**src/rtl/mdu_pkg.sv**
```systemverilog
// mdu_pkg: shared width default, funct3 codes and FSM encoding for the iterative multiply/divide unit
package mdu_pkg;
  localparam int MDU_XLEN = 32;
  localparam logic [2:0] MDU_OP_DIV = 3'b100;
  localparam logic [2:0] MDU_OP_REM = 3'b110;
  typedef enum logic [1:0] {
    MDU_ST_IDLE = 2'd0,
    MDU_ST_CALC = 2'd1,
    MDU_ST_FIX  = 2'd2,
    MDU_ST_DONE = 2'd3
  } mdu_state_t;
endpackage

```
**src/rtl/mdu_div_step.sv**
```systemverilog
// mdu_div_step: one combinational restoring-division step on unsigned magnitudes
module mdu_div_step #(
  parameter int XLEN = 32
) (
  input  logic [XLEN-1:0] rem,
  input  logic [XLEN-1:0] quot,
  input  logic [XLEN-1:0] divisor,
  output logic [XLEN-1:0] rem_o,
  output logic [XLEN-1:0] quot_o
);
  logic [XLEN:0] sh;
  logic ge;
  assign sh = {rem, quot[XLEN-1]};
  assign ge = sh >= {1'b0, divisor};
  // the difference is below divisor whenever ge, so XLEN bits hold it exactly
  assign rem_o = ge ? sh[XLEN-1:0] - divisor : sh[XLEN-1:0];
  assign quot_o = {quot[XLEN-2:0], ge};
endmodule

```
**src/rtl/mdu_iter.sv**
```systemverilog
// mdu_iter: iterative RV32M multiply/divide unit for the EX stage.
// Multiply ops are built only when MDU_MUL_EN is defined; otherwise they finish at once flagged illegal.
module mdu_iter
  import mdu_pkg::*;
#(
  parameter int XLEN = MDU_XLEN,
  parameter int STEPS_PER_CYCLE = 1
) (
  input  logic            clk,
  input  logic            rstn,
  input  logic            start,
  input  logic [2:0]      op,
  input  logic [XLEN-1:0] A,
  input  logic [XLEN-1:0] B,
  input  logic            flush,
  output logic            busy,
  output logic            done,
  output logic [XLEN-1:0] C,
  output logic            illegal
);
  localparam int CW = $clog2(XLEN) + 1;
  mdu_state_t state, state_n;
  logic div_q, sel_q, neg_q, ill_q;
  logic [XLEN-1:0] mb;
  logic [2*XLEN-1:0] acc, acc_n;
  logic [CW-1:0] cnt;
  logic signed_a, signed_b, sa, sb, div0, ovf, special, accept, last;
  logic [XLEN-1:0] ma_in, mb_in, spec_c, div_res, div_fix, res;
  logic [XLEN-1:0] rem_c [STEPS_PER_CYCLE+1];
  logic [XLEN-1:0] quot_c [STEPS_PER_CYCLE+1];
  assign signed_a = op[2] ? ~op[0] : ~(op[1] & op[0]);
  assign signed_b = op[2] ? ~op[0] : ~op[1];
  assign sa = signed_a & A[XLEN-1];
  assign sb = signed_b & B[XLEN-1];
  assign ma_in = sa ? -A : A;
  assign mb_in = sb ? -B : B;
  assign div0 = op[2] && B == '0;
  assign ovf = (op == MDU_OP_DIV || op == MDU_OP_REM) && A == {1'b1, {(XLEN-1){1'b0}}} && B == '1;
`ifdef MDU_MUL_EN
  assign special = div0 | ovf;
`else
  assign special = div0 | ovf | ~op[2];
`endif
  assign spec_c = !op[2] ? '0 : div0 ? (op[1] ? A : '1) : (op[1] ? '0 : A);
  assign accept = state == MDU_ST_IDLE && start && !flush;
  assign last = cnt == CW'(XLEN - STEPS_PER_CYCLE);
  assign busy = state == MDU_ST_CALC || state == MDU_ST_FIX;
  assign done = state == MDU_ST_DONE;
  assign illegal = done & ill_q;
  always_comb begin
    state_n = state;
    case (state)
      MDU_ST_IDLE: state_n = accept ? (special ? MDU_ST_DONE : MDU_ST_CALC) : MDU_ST_IDLE;
      MDU_ST_CALC: state_n = last ? MDU_ST_FIX : MDU_ST_CALC;
      MDU_ST_FIX:  state_n = MDU_ST_DONE;
      default:     state_n = MDU_ST_IDLE;
    endcase
    if (flush) state_n = MDU_ST_IDLE;
  end
  always_ff @(posedge clk or negedge rstn)
    if (!rstn) state <= MDU_ST_IDLE;
    else state <= state_n;
  // acc holds {remainder, quotient} for divide and the running product for multiply
  assign rem_c[0] = acc[2*XLEN-1:XLEN];
  assign quot_c[0] = acc[XLEN-1:0];
  for (genvar g = 0; g < STEPS_PER_CYCLE; g++) begin : g_div
    mdu_div_step #(.XLEN(XLEN)) u_step (
      .rem(rem_c[g]),
      .quot(quot_c[g]),
      .divisor(mb),
      .rem_o(rem_c[g+1]),
      .quot_o(quot_c[g+1])
    );
  end
  assign div_res = sel_q ? acc[2*XLEN-1:XLEN] : acc[XLEN-1:0];
  assign div_fix = neg_q ? -div_res : div_res;
`ifdef MDU_MUL_EN
  logic [2*XLEN-1:0] mul_acc, prod;
  logic [XLEN:0] sum;
  always_comb begin
    mul_acc = acc;
    sum = '0;
    for (int i = 0; i < STEPS_PER_CYCLE; i++) begin
      sum = {1'b0, mul_acc[2*XLEN-1:XLEN]} + (mul_acc[0] ? {1'b0, mb} : '0);
      mul_acc = {sum, mul_acc[XLEN-1:1]};
    end
  end
  assign acc_n = div_q ? {rem_c[STEPS_PER_CYCLE], quot_c[STEPS_PER_CYCLE]} : mul_acc;
  assign prod = neg_q ? -acc : acc;
  assign res = div_q ? div_fix : sel_q ? prod[2*XLEN-1:XLEN] : prod[XLEN-1:0];
`else
  assign acc_n = {rem_c[STEPS_PER_CYCLE], quot_c[STEPS_PER_CYCLE]};
  assign res = div_q ? div_fix : '0;
`endif
  always_ff @(posedge clk or negedge rstn)
    if (!rstn) begin
      div_q <= 1'b0;
      sel_q <= 1'b0;
      neg_q <= 1'b0;
      ill_q <= 1'b0;
      mb <= '0;
      acc <= '0;
      cnt <= '0;
      C <= '0;
    end else if (accept) begin
      div_q <= op[2];
      sel_q <= op[2] ? op[1] : |op[1:0];
      neg_q <= op[2] && op[1] ? sa : sa ^ sb;
      ill_q <= special & ~op[2];
      mb <= mb_in;
      acc <= {{XLEN{1'b0}}, ma_in};
      cnt <= '0;
      if (special) C <= spec_c;
    end else if (state == MDU_ST_CALC) begin
      acc <= acc_n;
      cnt <= cnt + CW'(STEPS_PER_CYCLE);
    end else if (state == MDU_ST_FIX && !flush) begin
      C <= res;
    end
endmodule

```
**config.mk**
```make
export PLATFORM = sky130hd
export DESIGN_NAME = mdu_iter
export DESIGN_NICKNAME = d
export VERILOG_FILES = /design/src/rtl/mdu_pkg.sv /design/src/rtl/mdu_div_step.sv /design/src/rtl/mdu_iter.sv
export SDC_FILE = /design/constraint.sdc
export NUM_CORES = 1
export LEC_CHECK = 0
export ABC_AREA = 1
export CAP_MARGIN = 20
export CORE_ASPECT_RATIO = 0.9
export CORE_UTILIZATION = 35
export DETAILED_ROUTE_END_ITERATION = 16
export SLEW_MARGIN = 20
export SYNTH_ARGS = -nofsm -noshare
export SYNTH_HDL_FRONTEND = slang
export SYNTH_SLANG_ARGS = --single-unit
```
**constraint.sdc**
```tcl
create_clock -name clk -period 1.9 [get_ports clk]
set_input_delay 0.38 -clock clk [delete_from_list [all_inputs] [get_ports clk]]
set_output_delay 0.38 -clock clk [all_outputs]
set_load 0.1 [all_outputs]
```
==> qor.txt <==
most frequent cells in the layout: nand2_1 (542), buf_4 (506), inv_1 (241), nand3_1 (155), nor2_1 (140)
DRT Pass-1 Iters: 8
GRT Residual Overflow: 0
Fin Clk Skew: 0.0118 ns
CP Buf/Inv Count: 0
Seq cells post-synth: 140
type of the worst setup path: reg -> reg
static leakage: 11.3 nW
Startpoint Class: register
total power draw: 34.9 mW
FMAX: 448 MHz
most common cell after layout, fill and taps aside: nand2_1
maximum clock path buffer count: 2
max-cap viol count: 0
slowest stage delay, CP: 0.47 ns
layout cells sized above 1: 0.414
initial DRC count: 1549
max_slew headroom: 0.652
CTS tree: done
Vias per Instance: 5.23
Setup-failing EPs final: 60
total die area: 0.0374 mm^2
clk root buf: clkbuf_16
Residual DRC: 0
CP Data Arrival Time: 2.57 ns
largest net degree at the start of global routing: 61
Final Hold Viols: 0
Port-buffer cells: 105
critical path endpoint category: register
mean post-synth cell area: 6.12 um^2
cell chain of the critical path: ha_4, nand2_1, nor2_2, nand2_2, nor3_4, nand2_8, nand2_8, nand3_1, nand3_1, nand2_1
Worst Path Max Fanout: 6
Final ANT Viol Nets: 0
chip height: 184 um
R2R Path End: acc[54]
WHS Endpoint: mb[30]
Fill cells: 3145
vias post-DR: 16842
Worst Hold Class: in -> reg
Least-Margin Pin Slew: 0.517 ns
cell area after synthesis: 0.0128 mm^2
fin. max-slew vios: 0
wire length per cell: 17.8 um
Crit path max-delay family: simple AND/OR/NAND/NOR gates
Worst VDD drop: 1570 uV
initial antenna violation count: 0
Die W: 204 um
pre-CTS setup slack: -0.698 ns
Cells after Synth: 2097
Hold Path Stages: 4
Setup WS post-layout: -0.334 ns
I/O pin count: 106
r2r worst-path depth: 10
power per cell area: 1570 mW/mm^2
ANT cells: 0
CTS Sinks: 140
failing checks: setup timing
RSZ-0062 raised after global routing: true
CTS clock-pin slew for the worst setup and hold paths: 0.07 ns
status: finished with violations
Worst Hold Slack: 0.291 ns
global-route wire length before repair: 86600 um
final cycle utilization of the critical path: 1.18
Slowest-stage cell, CP: dfrtp_2
critical path required time: 2.24 ns
Final nets: 2848
core area: 0.0361 mm^2
synth warn: 0
CTS Buf Count: 17
minimum clock period: 2.23 ns
Post-Syn Nets: 2211
latest clock arrival within the worst-skew pair: 0.45 ns
routed wire length: 57400 um
H-tree Lvls: 4
worst r2r src: acc[48]
sequential-to-total area share from yosys stat: 0.273
initial core utilization: 0.355
min-delay src: B[30]
Area Overhead vs Synth: 73.8%
vias in the first global route: 15767
GPL Wtd Cong: 0.978
hpwl dp: 41900 um
Overall Global Routing Usage: 0.299
Row Count: 66
worst reg-to-reg setup slack: -0.33 ns
synth unique cells: 49
## kinds of logic after synthesis
| logic type | after synthesis | synth area share |
|---|---|---|
| AND/OR/NAND/NOR | 1227 | 0.412 |
| adder cells (fa/ha/maj) | 43 | 0.0425 |
| buffers and inverters | 361 | 0.119 |
| XOR/XNOR | 36 | 0.0246 |
| AO/OA/AOI/OAI | 290 | 0.128 |
| flip-flops | 140 | 0.273 |
## state kept, by name (all words and copies together), names as in the netlist
name,flops
neg_q,1
ill_q,1
mb,32
sel_q,1
acc,64
div_q,1
cnt,6
state,2
C,32
## synthesized netlist by cell type, drive strengths merged
master / instances / area (um^2)
dfrtp: 140 / 3500
or2: 6 / 37.5
nand3b: 6 / 45.0
xnor2: 23 / 201
nor2: 227 / 940
o221ai: 21 / 184
nand3: 226 / 1190
nor4: 2 / 12.5
xor2: 13 / 114
nand4: 25 / 156
ha: 42 / 526
o2bb2ai: 1 / 8.76
clkbuf: 26 / 97.6
o211ai: 14 / 105
buf: 44 / 329
a31oi: 3 / 18.8
a22oi: 2 / 15.0
nand2: 719 / 2800
clkinv: 3 / 17.5
nor3: 14 / 85.1
o22ai: 4 / 25.0
inv: 288 / 1090
a21oi: 88 / 448
fa: 1 / 20.0
o21bai: 7 / 52.6
o21a: 2 / 15.0
and2: 2 / 12.5
a22o: 1 / 8.76
o21ai: 147 / 762
## routing by layer
| layer | part of all wire | vias to the layer above | routed length (um) | global-route usage |
|---|---|---|---|---|
| met5 | 0 | - | 0 | 0 |
| met4 | 0.022 | 0 | 1290 | 0.0767 |
| met3 | 0.073 | 86 | 4200 | 0.0339 |
| met2 | 0.46 | 720 | 26300 | 0.471 |
| met1 | 0.45 | 8027 | 25600 | 0.432 |
| li1 | - | 8009 | - | - |
## report_power, final
| part | switching [mW] | total [mW] | internal [mW] |
|---|---|---|---|
| Clock | 1.50 | 3.83 | 2.32 |
| Sequential | 1.00 | 4.96 | 3.96 |
| Combinational | 14.4 | 26.1 | 11.7 |
| Total | 16.9 | 34.9 | 18.0 |
## cell type report
type / instances / area, um^2 / area share
repair inverters: 1 / 11.3 / 0.000505
well taps: 476 / 596 / 0.0267
flip-flops and latches: 140 / 3510 / 0.158
inverters: 291 / 1140 / 0.0511
clock buffers: 21 / 470 / 0.0211
repair buffers: 685 / 6450 / 0.289
clock inverters: 11 / 181 / 0.00814
multi-input cells: 1598 / 9920 / 0.445
## worst max-delay path by stage
stage,startpoint,end,slack [ns],cells past startpoint
after floorplan,acc[43],acc[46],-0.006,13
after global placement,A[0],C[30],-0.58,13
after global routing,mb[1],acc[35],-0.38,14
after detailed placement,A[0],C[24],-0.70,13
after CTS,acc[49],acc[57],-0.27,17
final,acc[48],acc[54],-0.33,10
## repair_timing
action | CTS | global route
hold endpoints to repair | 32 | 0
gates cloned | 12 | 3
gates resized for setup | 410 | 230
setup endpoints to repair | 77 | 90
setup buffers | 63 | 38
pin swaps | 124 | 150
hold buffers | 1 | 0
## worst reg2reg max path, stage by stage, from the launching register on
cell,delay [ns]
dfrtp_2,0.47
ha_4,0.33
nand2_1,0.11
nor2_2,0.19
nand2_2,0.13
nor3_4,0.22
nand2_8,0.13
nand2_8,0.15
nand3_1,0.21
nand3_1,0.14
nand2_1,0.06
## per-stage QoR
stage | setup TNS [ns] | cells | util | area (um^2)
after floorplan | -0.0253 | 2097 | - | 13000
after global placement | -52.81 | 3081 | 0.506 | 18300
after detailed placement | -57.42 | 3081 | 0.506 | 18300
after CTS | -8.91 | 3186 | 0.585 | 21100
after global routing | -16.31 | 3223 | 0.617 | 22300
final | -12.26 | 3223 | 0.617 | 22300
(Power assumes the default switching activity.)
